$ cat config.mk
export PLATFORM = sky130hd
export DESIGN_NAME = csa_pipe_adder_flat
export DESIGN_NICKNAME = d
export VERILOG_FILES = /design/src/rtl/csa_pipe_adder_if.sv /design/src/rtl/csa_pipe_adder.sv /design/src/flat_wrapper.sv
export SDC_FILE = /design/constraint.sdc
export NUM_CORES = 1
export LEC_CHECK = 0
export ABC_AREA = 1
export BUFFER_PORTS_ARGS = -buffer_cell sky130_fd_sc_hd__buf_2
export CAP_MARGIN = 20
export CORE_UTILIZATION = 53
export DETAILED_ROUTE_END_ITERATION = 8
export PLACE_DENSITY = 0.76
export SLEW_MARGIN = 20
export SYNTH_ARGS = -nofsm -noshare
export SYNTH_HDL_FRONTEND = slang
export SYNTH_SLANG_ARGS = --single-unit
$ cat constraint.sdc
create_clock -name clk -period 3.1 [get_ports clk]
set_clock_uncertainty 0.15 [all_clocks]
set_input_delay 0.465 -clock clk [delete_from_list [all_inputs] [get_ports clk]]
set_output_delay 0.465 -clock clk [all_outputs]
set_load 0.02 [all_outputs]
$ cat src/rtl/csa_pipe_adder_if.sv
// Operand/result handshake bundle for csa_pipe_adder.
// master: producer of operands and consumer of results; slave: the adder.
interface csa_pipe_adder_if #(
  parameter int WIDTH = 16
);
  logic             in_valid;
  logic             in_ready;
  logic [WIDTH-1:0] a;
  logic [WIDTH-1:0] b;
  logic             cin;
  logic             sub;
  logic             out_valid;
  logic             out_ready;
  logic [WIDTH-1:0] sum;
  logic             cout;
  logic             ovf;

  modport master (
    output in_valid, a, b, cin, sub, out_ready,
    input  in_ready, out_valid, sum, cout, ovf
  );

  modport slave (
    input  in_valid, a, b, cin, sub, out_ready,
    output in_ready, out_valid, sum, cout, ovf
  );
endinterface

$ cat src/rtl/csa_pipe_adder.sv
// Pipelined carry-select adder/subtractor.
// The capture stage computes every BLOCK-bit slice for both carry-in
// hypotheses; each following stage resolves one more slice using the carry
// resolved by the stage before it. Depth = WIDTH/BLOCK, one op per cycle.
module csa_pipe_adder #(
  parameter int WIDTH = 16,
  parameter int BLOCK = 4
) (
  input  logic           clk,
  input  logic           rst,
  csa_pipe_adder_if.slave bus
);
  localparam int NB = WIDTH / BLOCK;

  if (WIDTH % BLOCK != 0) begin : g_bad_cfg
    $error("csa_pipe_adder: WIDTH must be a multiple of BLOCK");
  end

  // Capture-stage combinational results
  logic [WIDTH-1:0] w_b_eff;
  logic             w_c_eff;
  logic [WIDTH-1:0] w_s0;
  logic [WIDTH-1:0] w_s1;
  logic [NB-1:0]    w_c0;
  logic [NB-1:0]    w_c1;
  logic [WIDTH-1:0] w_res;
  logic             w_cr;
  logic             w_m0;
  logic             w_m1;
  logic             w_mr;
  logic             w_stall;

  // Per-stage state: index i holds the stage that has slices 0..i resolved
  logic [NB-1:0]    r_vld;
  logic [WIDTH-1:0] r_res [NB];
  logic [WIDTH-1:0] r_s0  [NB];
  logic [WIDTH-1:0] r_s1  [NB];
  logic [NB-1:0]    r_c0  [NB];
  logic [NB-1:0]    r_c1  [NB];
  logic [NB-1:0]    r_cr;
  logic             r_m0  [NB];
  logic             r_m1  [NB];
  logic             r_mr  [NB];

  // Stall only when a presented result is refused; never depends on in_valid
  assign w_stall      = r_vld[NB-1] && !bus.out_ready;
  assign bus.in_ready = !w_stall;

  // Operand prep and both-hypothesis slice sums; slice 0 resolved with c_eff
  always_comb begin
    w_b_eff = bus.sub ? ~bus.b : bus.b;
    w_c_eff = bus.sub | bus.cin;
    w_s0    = '0;
    w_s1    = '0;
    w_c0    = '0;
    w_c1    = '0;
    for (int j = 0; j < NB; j++) begin
      {w_c0[j], w_s0[j*BLOCK +: BLOCK]} = {1'b0, bus.a[j*BLOCK +: BLOCK]}
                                        + {1'b0, w_b_eff[j*BLOCK +: BLOCK]};
      {w_c1[j], w_s1[j*BLOCK +: BLOCK]} = {1'b0, bus.a[j*BLOCK +: BLOCK]}
                                        + {1'b0, w_b_eff[j*BLOCK +: BLOCK]}
                                        + {{BLOCK{1'b0}}, 1'b1};
    end
    w_res              = w_s0;
    w_res[BLOCK-1:0]   = w_c_eff ? w_s1[BLOCK-1:0] : w_s0[BLOCK-1:0];
    w_cr               = w_c_eff ? w_c1[0] : w_c0[0];
    // Carry into the MSB recovered from the MSB sum bit: s ^ a ^ b
    w_m0 = w_s0[WIDTH-1] ^ bus.a[WIDTH-1] ^ w_b_eff[WIDTH-1];
    w_m1 = w_s1[WIDTH-1] ^ bus.a[WIDTH-1] ^ w_b_eff[WIDTH-1];
    // Only meaningful when NB == 1; deeper pipes resolve it in the last stage
    w_mr = w_c_eff ? w_m1 : w_m0;
  end

  // Pipeline advance: capture into stage 0, resolve slice i in stage i
  always_ff @(posedge clk) begin
    if (rst) begin
      r_vld <= '0;
      r_cr  <= '0;
      for (int i = 0; i < NB; i++) begin
        r_res[i] <= '0;
        r_s0[i]  <= '0;
        r_s1[i]  <= '0;
        r_c0[i]  <= '0;
        r_c1[i]  <= '0;
        r_m0[i]  <= 1'b0;
        r_m1[i]  <= 1'b0;
        r_mr[i]  <= 1'b0;
      end
    end else if (!w_stall) begin
      r_vld[0] <= bus.in_valid;
      r_res[0] <= w_res;
      r_s0[0]  <= w_s0;
      r_s1[0]  <= w_s1;
      r_c0[0]  <= w_c0;
      r_c1[0]  <= w_c1;
      r_cr[0]  <= w_cr;
      r_m0[0]  <= w_m0;
      r_m1[0]  <= w_m1;
      r_mr[0]  <= w_mr;
      for (int i = 1; i < NB; i++) begin
        r_vld[i] <= r_vld[i-1];
        r_s0[i]  <= r_s0[i-1];
        r_s1[i]  <= r_s1[i-1];
        r_c0[i]  <= r_c0[i-1];
        r_c1[i]  <= r_c1[i-1];
        r_m0[i]  <= r_m0[i-1];
        r_m1[i]  <= r_m1[i-1];
        r_res[i] <= r_res[i-1];
        r_res[i][i*BLOCK +: BLOCK] <= r_cr[i-1] ? r_s1[i-1][i*BLOCK +: BLOCK]
                                                : r_s0[i-1][i*BLOCK +: BLOCK];
        r_cr[i]  <= r_cr[i-1] ? r_c1[i-1][i] : r_c0[i-1][i];
        if (i == NB - 1) begin
          r_mr[i] <= r_cr[i-1] ? r_m1[i-1] : r_m0[i-1];
        end else begin
          r_mr[i] <= r_mr[i-1];
        end
      end
    end
  end

  assign bus.out_valid = r_vld[NB-1];
  assign bus.sum       = r_res[NB-1];
  assign bus.cout      = r_cr[NB-1];
  assign bus.ovf       = r_mr[NB-1] ^ r_cr[NB-1];

endmodule

$ cat src/flat_wrapper.sv
// flat-port wrapper written by rule: the top's interface ports become plain ports
module csa_pipe_adder_flat 
#(
  parameter int WIDTH = 16,
  parameter int BLOCK = 4
)
  (clk, rst, bus_in_valid, bus_a, bus_b, bus_cin, bus_sub, bus_out_ready, bus_in_ready, bus_out_valid, bus_sum, bus_cout, bus_ovf);
  csa_pipe_adder_if #(.WIDTH(WIDTH)) bus_i ();
  input  logic clk;
  input  logic rst;
  input wire logic [$bits(bus_i.in_valid)-1:0] bus_in_valid;
  input wire logic [$bits(bus_i.a)-1:0] bus_a;
  input wire logic [$bits(bus_i.b)-1:0] bus_b;
  input wire logic [$bits(bus_i.cin)-1:0] bus_cin;
  input wire logic [$bits(bus_i.sub)-1:0] bus_sub;
  input wire logic [$bits(bus_i.out_ready)-1:0] bus_out_ready;
  output wire logic [$bits(bus_i.in_ready)-1:0] bus_in_ready;
  output wire logic [$bits(bus_i.out_valid)-1:0] bus_out_valid;
  output wire logic [$bits(bus_i.sum)-1:0] bus_sum;
  output wire logic [$bits(bus_i.cout)-1:0] bus_cout;
  output wire logic [$bits(bus_i.ovf)-1:0] bus_ovf;
  assign bus_i.in_valid = bus_in_valid;
  assign bus_i.a = bus_a;
  assign bus_i.b = bus_b;
  assign bus_i.cin = bus_cin;
  assign bus_i.sub = bus_sub;
  assign bus_i.out_ready = bus_out_ready;
  assign bus_in_ready = bus_i.in_ready;
  assign bus_out_valid = bus_i.out_valid;
  assign bus_sum = bus_i.sum;
  assign bus_cout = bus_i.cout;
  assign bus_ovf = bus_i.ovf;
  csa_pipe_adder #(.WIDTH(WIDTH), .BLOCK(BLOCK)) u_core (.clk(clk), .rst(rst), .bus(bus_i));
endmodule
==> flow_metrics.py <==
metrics = {
    "routing": {
        "vias": 3555,
        "drtIter0Drc": 143,
        "vias_per_cell": 4.709,
        "wl_per_cell_um": 11.47,
        "drt_pass1_iterations": 5,
        "drcViolationCount": 0,
        "wl_um": 8660,
        "ant_nets": 0,
    },
    "setup_path": {
        "worst_ep_required_time_ns": 3.21,
        "cp_slowest_cell": "fa_1",
        "crit_path_end_kind": "flip-flop",
        "crit_type": "in -> reg",
        "path_buf_inv": 5,
        "crit_path_start_kind": "input pin",
        "cp_max_fo": 13,
        "worstPathCellList": "buf_2 > xor2_1 > ha_1 > inv_1 > fa_1 > inv_1 > ha_1 > inv_1 > nor2_1 > nand3_1 > nand2_1 > inv_1",
        "cp_common_cell": "inv_1",
        "path_delay_family": "adder cells",
        "cp.arrival_ns": 2.45,
        "slowest_delay_ns": 0.47,
    },
    "timing": {
        "fin_crit_sh_pct": 75.51,
        "final_hold_viol_count": 0,
        "fmax_mhz": 427.2,
        "finalSetupTns_ns": 0,
        "rsz0062_at_grt": "no",
        "maxSlewHeadroom_pct": 53.70,
        "drv_slew": 0,
        "setup_violations": 0,
        "min_period_ns": 2.341,
        "tightest_slew_ns": 0.6945,
        "holdWs_ns": 0.04999,
    },
    "power_and_ir_drop": {
        "switchingPower_mw": 1.091,
        "switching_share_pct": 24.22,
        "p_leak_nw": 3.016,
        "p_per_area_nw_per_um2": 687.4,
        "seqPwrFrac_pct": 42.9,
        "clockPowerShare_pct": 44.5,
        "combPwrFrac_pct": 12.6,
        "internal-power_mw": 3.413,
        "worst_ir_drop_vdd_mv": 0.3150,
    },
    "logic_synthesis": {
        "synth-edff-count": 107,
        "yosysUniqueCellTypes": 30,
        "synth_area_um2": 5503,
        "yosysTopAreaCell": "edfxtp_1",
        "synth_common_cells": "inv_1, edfxtp_1, nor2_1",
        "synth.area.top_cells": "edfxtp_1, inv_1, nor2_1",
        "ys_ff_latch": 115,
        "ys_warn_count": 0,
        "synth.most_common_cell": "inv_1",
        "avgSynthCellArea_um2": 10.15,
        "synth_top_area_share_pct": 58.39,
        "synth_nets": 604,
        "synth-main-ff-cell": "edfxtp_1",
        "synth-async-reset-ratio_pct": 0,
        "synth_cells": 542,
        "synth-seq-area-share_pct": 61.30,
    },
    "cts": {
        "clk_path_buf_depth": 2,
        "cts_buffers": 17,
        "clk_latency_ns": 0.51,
        "path_clk_slew_ns": 0.06,
        "cts_resized": 0,
        "clock_sinks": 115,
        "cts-root-buf": "clkbuf_8",
        "h-tree-depth": 4,
        "tritoncts": "built",
    },
    "placed_design": {
        "dp_hpwl_um": 5586,
        "portBuffers": 57,
        "gp_routability_congestion": 0.8522,
    },
    "floorplan": {
        "chipHeight_um": 103.9,
        "initial_core_util_pct": 55.53,
        "die_x_um": 103.9,
        "die_area_um2": 10790,
        "rows": 36,
        "core_um2": 9910,
        "io_pins": 58,
    },
    "layout": {
        "area_growth_pct": 19.05,
        "nNetsFinal": 671,
        "fin_util_pct": 66.11,
        "drive_gt1_share_pct": 16.88,
        "antenna_cells": 0,
        "nFillCells": 754,
    },
    "min_path": {
        "hold_path_class": "in -> reg",
    },
    "global_routing": {
        "grt_overflow_total": 0,
        "grt_pass1_vias": 3415,
        "grt_pass1_wl_um": 14700,
        "grt_max_degree": 58,
        "antenna_found_initial": 0,
        "gr-usage-all-layers_pct": 17.45,
    },
    "run": {
        "drv_cap": 0,
    },
    "outcome": {
        "outcome": "finished clean",
    },
}
-- state kept, by name (all words and copies together), names as in the netlist --
signal / cells
u_core.r_c0: 6
u_core.r_c1: 6
u_core.r_mr: 1
u_core.r_m1: 3
u_core.r_s0: 3
u_core.r_res: 61
u_core.r_cr: 4
u_core.r_vld: 4
u_core.r_s1: 24
u_core.r_m0: 3
-- cells by family (layout without fill, tap and decap cells) --
family	after synthesis	count (layout)	share of synthesized area, %
buffers and inverters	128	208	9.209
AOI/OAI and AO/OA	39	39	3.865
adders and majority gates	24	24	6.003
and+or+nand+nor	214	214	16.10
DFF	115	115	61.30
xor gates and xnor gates	21	21	3.342
muxes	1	1	0.1819
-- path summary, 6_finish.rpt --
path | startpoint | end | slack [ns] | depth (start not counted)
setup / recovery | bus_sub | u_core.r_c1[0][3]$_SDFFCE_PN0P_ | 0.76 | 12
hold reg to reg | u_core.r_vld[2]$_SDFFE_PP0N_ | u_core.r_vld[3]$_SDFFE_PP0N_ | 0.33 | 2
hold / removal | rst | u_core.r_vld[3]$_SDFFE_PP0N_ | 0.05 | 2
setup reg to reg | u_core.r_vld[3]$_SDFFE_PP0N_ | u_core.r_s0[0][15]$_SDFFCE_PN0P_ | 1.14 | 6
-- cell type report --
| cell class | count | area (um2) | share of cell area (%) |
|---|---|---|---|
| flip-flops and latches | 115 | 3373 | 51.49 |
| multi-input cells | 299 | 1630 | 24.89 |
| inverters | 113 | 427.9 | 6.532 |
| clock buffers | 17 | 414.1 | 6.322 |
| repair buffers | 63 | 332.8 | 5.080 |
| clock inverters | 15 | 206.4 | 3.151 |
| well taps | 133 | 166.4 | 2.540 |
-- power by group through the flow --
stage	clock network (mW)	registers, mW	logic, mW
floorplan	0	1.97	0.419
global placement	0	1.96	0.528
detailed placement	0	1.97	0.557
CTS	2.04	1.93	0.566
global route	2.12	1.95	0.647
finish	2.00	1.93	0.566
-- metrics by stage --
stage                     setup WS, ns  std cells  total power, mW  cell area, um2
after floorplan                0.03813        542            2.385            5514
after global placement          0.4120        722            2.486            5921
after detailed placement        0.3175        722            2.522            5921
after CTS                       0.7644        755            4.543            6551
after global routing            0.6340        755            4.717            6551
final                           0.7593        755            4.503            6551
-- placed cells by master (no fill, tap or decap), drive strengths merged --
master / netlist / routed
o21ai: 5 / 5
xor2: 15 / 15
fa: 4 / 4
nand4: 1 / 1
inv: 113 / 115
clkinvlp: 0 / 3
clkbuf: 0 / 17
nand3b: 3 / 3
nor3: 4 / 4
nand3: 17 / 17
ha: 20 / 20
o22ai: 2 / 2
nor2: 103 / 103
and2: 3 / 3
dfxtp: 8 / 8
mux2i: 1 / 1
o32ai: 2 / 2
or2: 3 / 3
o21a: 3 / 3
a21oi: 27 / 27
nand2: 80 / 80
xnor2: 6 / 6
dlygate4sd3: 0 / 1
buf: 15 / 62
bufinv: 0 / 4
clkinv: 0 / 6
edfxtp: 107 / 107
-- layer usage --
metal  up-vias  share of wire [%]  global-route usage [%]
li1       1854                  -                       -
met1      1610                 43                   19.18
met2        81                 52                   30.52
met3        10                4.2                   5.764
met4         0                1.1                   8.061
met5         -                  0                       0
-- what timing repair did --
item | CTS | global route
hold buffers | 1 | 0
buffers inserted | 0 | 0
hold endpoints to repair | 1 | 0
Power figures use the tool's default switching activity.
